<file path="config.mk">
export PLATFORM = sky130hd
export DESIGN_NAME = memory_access_sequencer
export DESIGN_NICKNAME = d
export VERILOG_FILES = /design/src/rtl/memory_access_sequencer_pkg.sv /design/src/rtl/memory_access_sequencer_load_formatter.sv /design/src/rtl/memory_access_sequencer.sv
export SDC_FILE = /design/constraint.sdc
export NUM_CORES = 1
export LEC_CHECK = 0
export ABC_CLOCK_PERIOD_IN_PS = 1790
export BUFFER_PORTS_ARGS = -buffer_cell sky130_fd_sc_hd__buf_2
export CAP_MARGIN = 20
export CORE_MARGIN = 5
export CORE_UTILIZATION = 40
export DETAILED_ROUTE_END_ITERATION = 10
export PLACE_DENSITY = 0.68
export SLEW_MARGIN = 20
export SYNTH_ARGS = -nofsm -noshare
export SYNTH_HDL_FRONTEND = slang
export SYNTH_HIERARCHICAL = 1
export SYNTH_SLANG_ARGS = --single-unit
</file>
<file path="constraint.sdc">
create_clock -name clock -period 1.79 [get_ports clock]
set_input_delay 0.0895 -clock clock [delete_from_list [all_inputs] [get_ports clock]]
set_output_delay 0.0895 -clock clock [all_outputs]
set_load 0.1 [all_outputs]
</file>
<file path="src/rtl/memory_access_sequencer_pkg.sv">
// Shared core types: memory controller modes, funct3 access codes, sequencer states.
package JZJCoreFTypes;

  typedef enum logic [1:0] {
    MEM_NOP           = 2'd0,
    MEM_LOAD          = 2'd1,
    MEM_STORE_PRELOAD = 2'd2,
    MEM_STORE         = 2'd3
  } MemoryMode_t;

  typedef logic [2:0] Funct3_t;

  localparam Funct3_t FUNCT3_B  = 3'b000;
  localparam Funct3_t FUNCT3_H  = 3'b001;
  localparam Funct3_t FUNCT3_W  = 3'b010;
  localparam Funct3_t FUNCT3_BU = 3'b100;
  localparam Funct3_t FUNCT3_HU = 3'b101;

  typedef enum logic [2:0] {
    IDLE      = 3'd0,
    LOAD      = 3'd1,
    LOAD_WAIT = 3'd2,
    PRELOAD   = 3'd3,
    STORE     = 3'd4,
    RESPOND   = 3'd5,
    FAULT     = 3'd6
  } MemSeqState_t;

  function automatic logic is_legal_load(input Funct3_t f3);
    return (f3 == FUNCT3_B) || (f3 == FUNCT3_H) || (f3 == FUNCT3_W) ||
           (f3 == FUNCT3_BU) || (f3 == FUNCT3_HU);
  endfunction

  function automatic logic is_legal_store(input Funct3_t f3);
    return (f3 == FUNCT3_B) || (f3 == FUNCT3_H) || (f3 == FUNCT3_W);
  endfunction

endpackage

</file>
<file path="src/rtl/memory_access_sequencer_load_formatter.sv">
// Selects and extends the addressed byte/halfword/word of a raw memory word.
module load_formatter
  import JZJCoreFTypes::*;
(
  input  Funct3_t     funct3,
  input  logic [1:0]  offset,
  input  logic [31:0] word,
  output logic [31:0] result
);

  logic [7:0]  byte_sel;
  logic [15:0] half_sel;

  always_comb begin
    byte_sel = word[{offset, 3'b000} +: 8];
    // Halfwords are only legal on even offsets; the controller flags odd ones.
    half_sel = offset[1] ? word[31:16] : word[15:0];
    case (funct3)
      FUNCT3_B:  result = {{24{byte_sel[7]}}, byte_sel};
      FUNCT3_BU: result = {24'h000000, byte_sel};
      FUNCT3_H:  result = {{16{half_sel[15]}}, half_sel};
      FUNCT3_HU: result = {16'h0000, half_sel};
      FUNCT3_W:  result = word;
      default:   result = 32'h00000000;
    endcase
  end

endmodule

</file>
<file path="src/rtl/memory_access_sequencer.sv">
// Load/store sequencer between control unit and memory controller.
// Optional macro MEMSEQ_FAST_WORD_STORE_EN: aligned sw skips the PRELOAD cycle.
module memory_access_sequencer
  import JZJCoreFTypes::*;
(
  input  logic        clock,
  input  logic        reset,
  input  logic        reqValid,
  output logic        reqReady,
  input  logic        reqIsStore,
  input  Funct3_t     funct3,
  input  logic [1:0]  accessOffset,
  output MemoryMode_t memoryMode,
  input  logic        memoryUnalignedAccess,
  input  logic [31:0] memoryOutput,
  output logic [31:0] rdData,
  output logic        rdWriteEnable,
  output logic        done,
  output logic        fault
);

  MemSeqState_t state_reg, state_next;
  logic         is_store_reg;
  Funct3_t      funct3_reg;
  logic [1:0]   offset_reg;
  logic [31:0]  rd_data_reg;
  logic [31:0]  formatted;
  logic         accept;

  assign accept = (state_reg == IDLE) && reqValid;

  load_formatter u_load_formatter (
    .funct3 (funct3_reg),
    .offset (offset_reg),
    .word   (memoryOutput),
    .result (formatted)
  );

  always_ff @(posedge clock or negedge reset) begin
    if (!reset) begin
      state_reg    <= IDLE;
      is_store_reg <= 1'b0;
      funct3_reg   <= '0;
      offset_reg   <= '0;
      rd_data_reg  <= '0;
    end else begin
      state_reg <= state_next;
      if (accept) begin
        is_store_reg <= reqIsStore;
        funct3_reg   <= funct3;
        offset_reg   <= accessOffset;
      end
      if (state_reg == LOAD_WAIT) rd_data_reg <= formatted;
    end
  end

  always_comb begin
    state_next = state_reg;
    case (state_reg)
      IDLE: begin
        if (reqValid) begin
          if (reqIsStore) begin
            if (!is_legal_store(funct3)) state_next = FAULT;
`ifdef MEMSEQ_FAST_WORD_STORE_EN
            else if ((funct3 == FUNCT3_W) && (accessOffset == 2'b00)) state_next = STORE;
`endif
            else state_next = PRELOAD;
          end else begin
            state_next = is_legal_load(funct3) ? LOAD : FAULT;
          end
        end
      end
      LOAD:      state_next = memoryUnalignedAccess ? FAULT : LOAD_WAIT;
      LOAD_WAIT: state_next = RESPOND;
      PRELOAD:   state_next = memoryUnalignedAccess ? FAULT : STORE;
      STORE:     state_next = RESPOND;
      RESPOND:   state_next = IDLE;
      FAULT:     state_next = IDLE;
      default:   state_next = IDLE;
    endcase
  end

  always_comb begin
    memoryMode = MEM_NOP;
    case (state_reg)
      LOAD, LOAD_WAIT: memoryMode = MEM_LOAD;
      PRELOAD:         memoryMode = MEM_STORE_PRELOAD;
      STORE:           memoryMode = MEM_STORE;
      default:         memoryMode = MEM_NOP;
    endcase
  end

  assign reqReady      = (state_reg == IDLE);
  assign done          = (state_reg == RESPOND) || (state_reg == FAULT);
  assign fault         = (state_reg == FAULT);
  assign rdWriteEnable = (state_reg == RESPOND) && !is_store_reg;
  assign rdData        = rd_data_reg;

endmodule

</file>
Yosys cells after proc, flatten, opt, wreduce, memory -nomap -nowiden
Index checks and enable logic that the tools add are counted.

Equality and inequality tests: 15. Shifts and indexed selects: 1. Multiplexer cells: 10. Reduce and logical (&&, ||, !) cells: 13.

Operator list (count): $pmux W32 S5 (1); $shiftx A32 B6 Y8 (1); $eq A3 B3 Y1 const B (7); $mux W16 (1); $mux W3 (5); $eq A3 B2 Y1 const B (4); $pmux W3 S4 (1); $eq A3 B1 Y1 const B (3); $logic_not A3 Y1 (3); $pmux W2 S3 (1); $logic_or A1 B1 Y1 (5); $reduce_or A2 Y1 (2); $logic_and A1 B1 Y1 (2); $mux W2 (1); $ne A2 B2 Y1 const B (1); $logic_not A1 Y1 (1).

Bits in registers: 41. Bits of input ports: 42. Output and inout bits: 38. Word-level logic and storage cells: 44.

Depth between registers and ports, before layout
Depth in word-level cells: 9. Gate-level depth with buffers: 6. Mapped depth without buffers: 4.

Hierarchy
The synthesis kept the hierarchy.

By module, submodules not included: memory_access_sequencer (instances 1, cells each 112, area each 1691.6 µm², sequential area each 1026.0 µm²); load_formatter (instances 1, cells each 109, area each 812.0 µm², sequential area each 0.0 µm²).

Worst setup path after synthesis
No wires, ideal clock.

Kind: register to output. Start: register state_reg[2]. End: output rdWriteEnable. Arrival time: 3.683 ns. Required time: 1.701 ns. Slack: -1.983 ns. Cell stages (with the launch flop): 4. Path buffers: 1. Cells stage by stage: dfrtp_1 > buf_2 > inv_1 > nor4b_1.

Cells in the longest elaborated chain, start to end: 2.

Ends and longest elaborated chain: start, declared (RTL line memory_access_sequencer.sv:22) `MemSeqState_t state_reg, state_next;`; start signal, assigned (RTL line memory_access_sequencer.sv:47) `state_reg <= state_next;`; $eq A3 B3 Y1 (RTL line memory_access_sequencer.sv:96) `assign rdWriteEnable = (state_reg == RESPOND) && !is_store_reg;`; $logic_and A1 B1 Y1 (RTL line memory_access_sequencer.sv:96); end, declared (RTL line memory_access_sequencer.sv:17) `output logic rdWriteEnable,`.

Every way passes these cells.

Worst setup path after layout
Start: register funct3_reg[2]. End: register rd_data_reg[19] (netlist: rdData[19]).

Cells in the longest elaborated chain, start to end: 2. Elaborated cells on any way between the ends: 6. Those cells by class: 4 x eq/ne; 1 x mux; 1 x reduce/logical.

Ends and longest elaborated chain: start, declared (RTL line memory_access_sequencer.sv:24) `Funct3_t funct3_reg;`; start signal, assigned (RTL line memory_access_sequencer.sv:50) `funct3_reg <= funct3;`; $eq A3 B2 Y1 (tied with other cells) (RTL line memory_access_sequencer_load_formatter.sv:18) `case (funct3)`; $pmux W32 S5 (*) (RTL line memory_access_sequencer_load_formatter.sv:18); via formatted[19] (RTL line memory_access_sequencer.sv:27) `logic [31:0] formatted;`; end signal, assigned (RTL line memory_access_sequencer.sv:53) `if (state_reg == LOAD_WAIT) rd_data_reg <= formatted;`; end, declared (RTL line memory_access_sequencer.sv:26) `logic [31:0] rd_data_reg;`.

The timed path passes the listed nets; every way through them passes the cells marked *. A chain may end at the register's enable or synchronous reset.

==> results.json <==
{
  "antenna_left": 0,
  "path_clk_slew_ps": 80,
  "clkLatencyLatePin_ps": 300,
  "place_congestion": 0.906,
  "yosysSeqAreaShare_pct": 41.0,
  "die_h_um": 89.1,
  "synth_xor_area_share_pct": 0.700,
  "start_util_pct": 41.8,
  "syn_area_um2": 2500,
  "max_freq_mhz": 547,
  "worstPathCellList": "nor2_1, buf_4, nand3_1, o211ai_1, mux2_2",
  "startpoint_type": "flop",
  "drv_cap": 0,
  "cts_buffers": 5,
  "status": "finished, violations left",
  "rows": 28,
  "place_worst_setup_slack_ps": 31.1,
  "crit_buf_inv": 1,
  "synthesis.nets": 263,
  "dr.pass1.iters": 4,
  "drcViolationCount": 0,
  "antenna_found_initial": 0,
  "synthArstFlopShare_pct": 100,
  "slew_headroom_pct": 42.5,
  "cp_slowest_cell": "nor2_1",
  "grt_pass1_wl_um": 10700,
  "core-area_um2": 5990,
  "worst-slew-pin-transition_ps": 858,
  "gr-total-overflow": 0,
  "largest_reg_flops": 32,
  "wl_um": 7250,
  "finalMaxSlewViolations": 0,
  "drt_iter0_markers": 131,
  "grt_pass1_vias": 2139,
  "final.min_clock_period_ps": 1830,
  "yosysWarnings": 6,
  "yosys-top-cells-area": "dfrtp_1 (41%), mux2_2 (19%), o211ai_1 (4.8%), nand3_1 (3.4%), a22o_1 (2.4%)",
  "tns_ps": -98.1,
  "synth_top_family_by_area": "multiplexers",
  "max_stage_delay_ps": 660,
  "cts_root_buf": "clkbuf_8",
  "syn_to_final_growth_pct": 36.7,
  "io_pins": 80,
  "hold_violations": 0,
  "worstPathArrival_ps": 2070,
  "layout-drive-gt1-share_pct": 54.5,
  "required_ps": 2030,
  "synth-simple-area-share_pct": 11.8,
  "fin_crit_sh_pct": 102,
  "grt_start_max_net_pins": 42,
  "n_antenna_cell": 0,
  "track_usage_pct": 17.7,
  "htreeDepth": 2,
  "synth.most_common_cell": "mux2_2",
  "synthAdderAreaFrac_pct": 0,
  "viasPerCell": 5.54,
  "cts_buffer_depth": 2,
  "skew_ps": 4.14,
  "setup_viol": 5,
  "ys_seq_elements": 41,
  "criticalPathCategory": "flop to flop",
  "via_count": 2131,
  "synthMuxAreaShare_pct": 24.0,
  "avgSynthCellArea_um2": 11.3,
  "cts.sinks": 41,
  "portBuffers": 79,
  "yosysTopAreaCellShare_pct": 41.0,
  "cp_max_fo": 12,
  "chipWidth_um": 89.1,
  "synth-edff-count": 0,
  "failed_checks": "negative setup slack",
  "fin_nets": 352,
  "dieArea_um2": 7940,
  "wire_per_inst_um": 18.8,
  "rsz0062_at_grt": "true",
  "fin_ws_ps": -39.0,
  "cp_top_family": "simple AND/OR/NAND/NOR gates",
  "synth_cells": 221,
  "hpwl_um": 5420,
  "end_kind": "flop",
  "synth_compound_area_share_pct": 16.4,
  "ys.flop_type": "dfrtp_1",
  "synth_cell_types": 39,
  "netlist.top_cell.by_area": "dfrtp_1",
  "worstHoldPathType": "primary input to flop",
  "cts_tree": "yes",
  "synthTopCellsByCount": "mux2_2 (42), dfrtp_1 (41), nand3_1 (17), o211ai_1 (16), nand2_1 (9)"
}
## path summary, 6_finish.rpt
kind,to,slack (ps),startpoint,cells after the start
max,rdData[19],-40,funct3_reg[2],5
min,offset_reg[1],20,accessOffset[1],2
max reg2reg,rdData[19],-40,funct3_reg[2],5
min reg2reg,rdData[2],490,rdData[2],1
max in group asynchronous,rdData[16],1300,reset,3
min in group asynchronous,rdData[5],290,reset,3
## routing by layer
metal	GRT usage [%]	routed length [um]	share of wire, %
met5	0	0	0
met4	6.77	110	1.5
met2	27.9	3370	46
met1	23.5	3230	45
met3	4.42	543	7.5
## kinds of logic after synthesis
family	after synthesis
buffers and inverters	23
AND/OR/NAND/NOR	53
XOR/XNOR	2
multiplexers	52
flip-flops	41
AO/OA/AOI/OAI	50
## cell usage in the layout, fill, tap and decap left out, drive strengths merged, types with 3 or more instances in the layout
cell type / count
dfrtp: 41
inv: 3
nor2: 5
mux2: 44
a221o: 6
o211ai: 16
and2: 3
nand2: 9
nor3: 5
nand3: 17
a22o: 7
clkbuf: 10
o221ai: 7
buf: 98
mux2i: 6
nor3b: 4
a22oi: 3
o21ai: 4
## metrics by stage
| stage | utilization (%) | hold WS [ps] | cells | cell area, um2 |
|---|---|---|---|---|
| after floorplan | - | -206 | 221 | 2570 |
| after global placement | 52.9 | 79.1 | 375 | 3170 |
| after detailed placement | 52.9 | 80.8 | 375 | 3170 |
| after CTS | 54.6 | 13.6 | 383 | 3270 |
| after global routing | 57.1 | 16.2 | 385 | 3420 |
| final | 57.1 | 18.2 | 385 | 3420 |
## area by class of cell
type,count,area [um2]
Clock buffer,7,86.3
Sequential cell,41,1030
Inverter,3,11.3
Multi-Input combinational cell,157,1480
Timing Repair Buffer,102,722
Fill cell,515,2570
Tap cell,75,93.8
## repair_timing
item,in CTS,in global routing
hold endpoints to repair,41,0
endpoints found under the setup margin,1,18
cloned,0,2
hold buffers,1,0
resized for setup,1,24
setup buffers,0,0
Power is not shown: default switching activity piles up to over one toggle a cycle in this logic, so the estimate is an artifact.
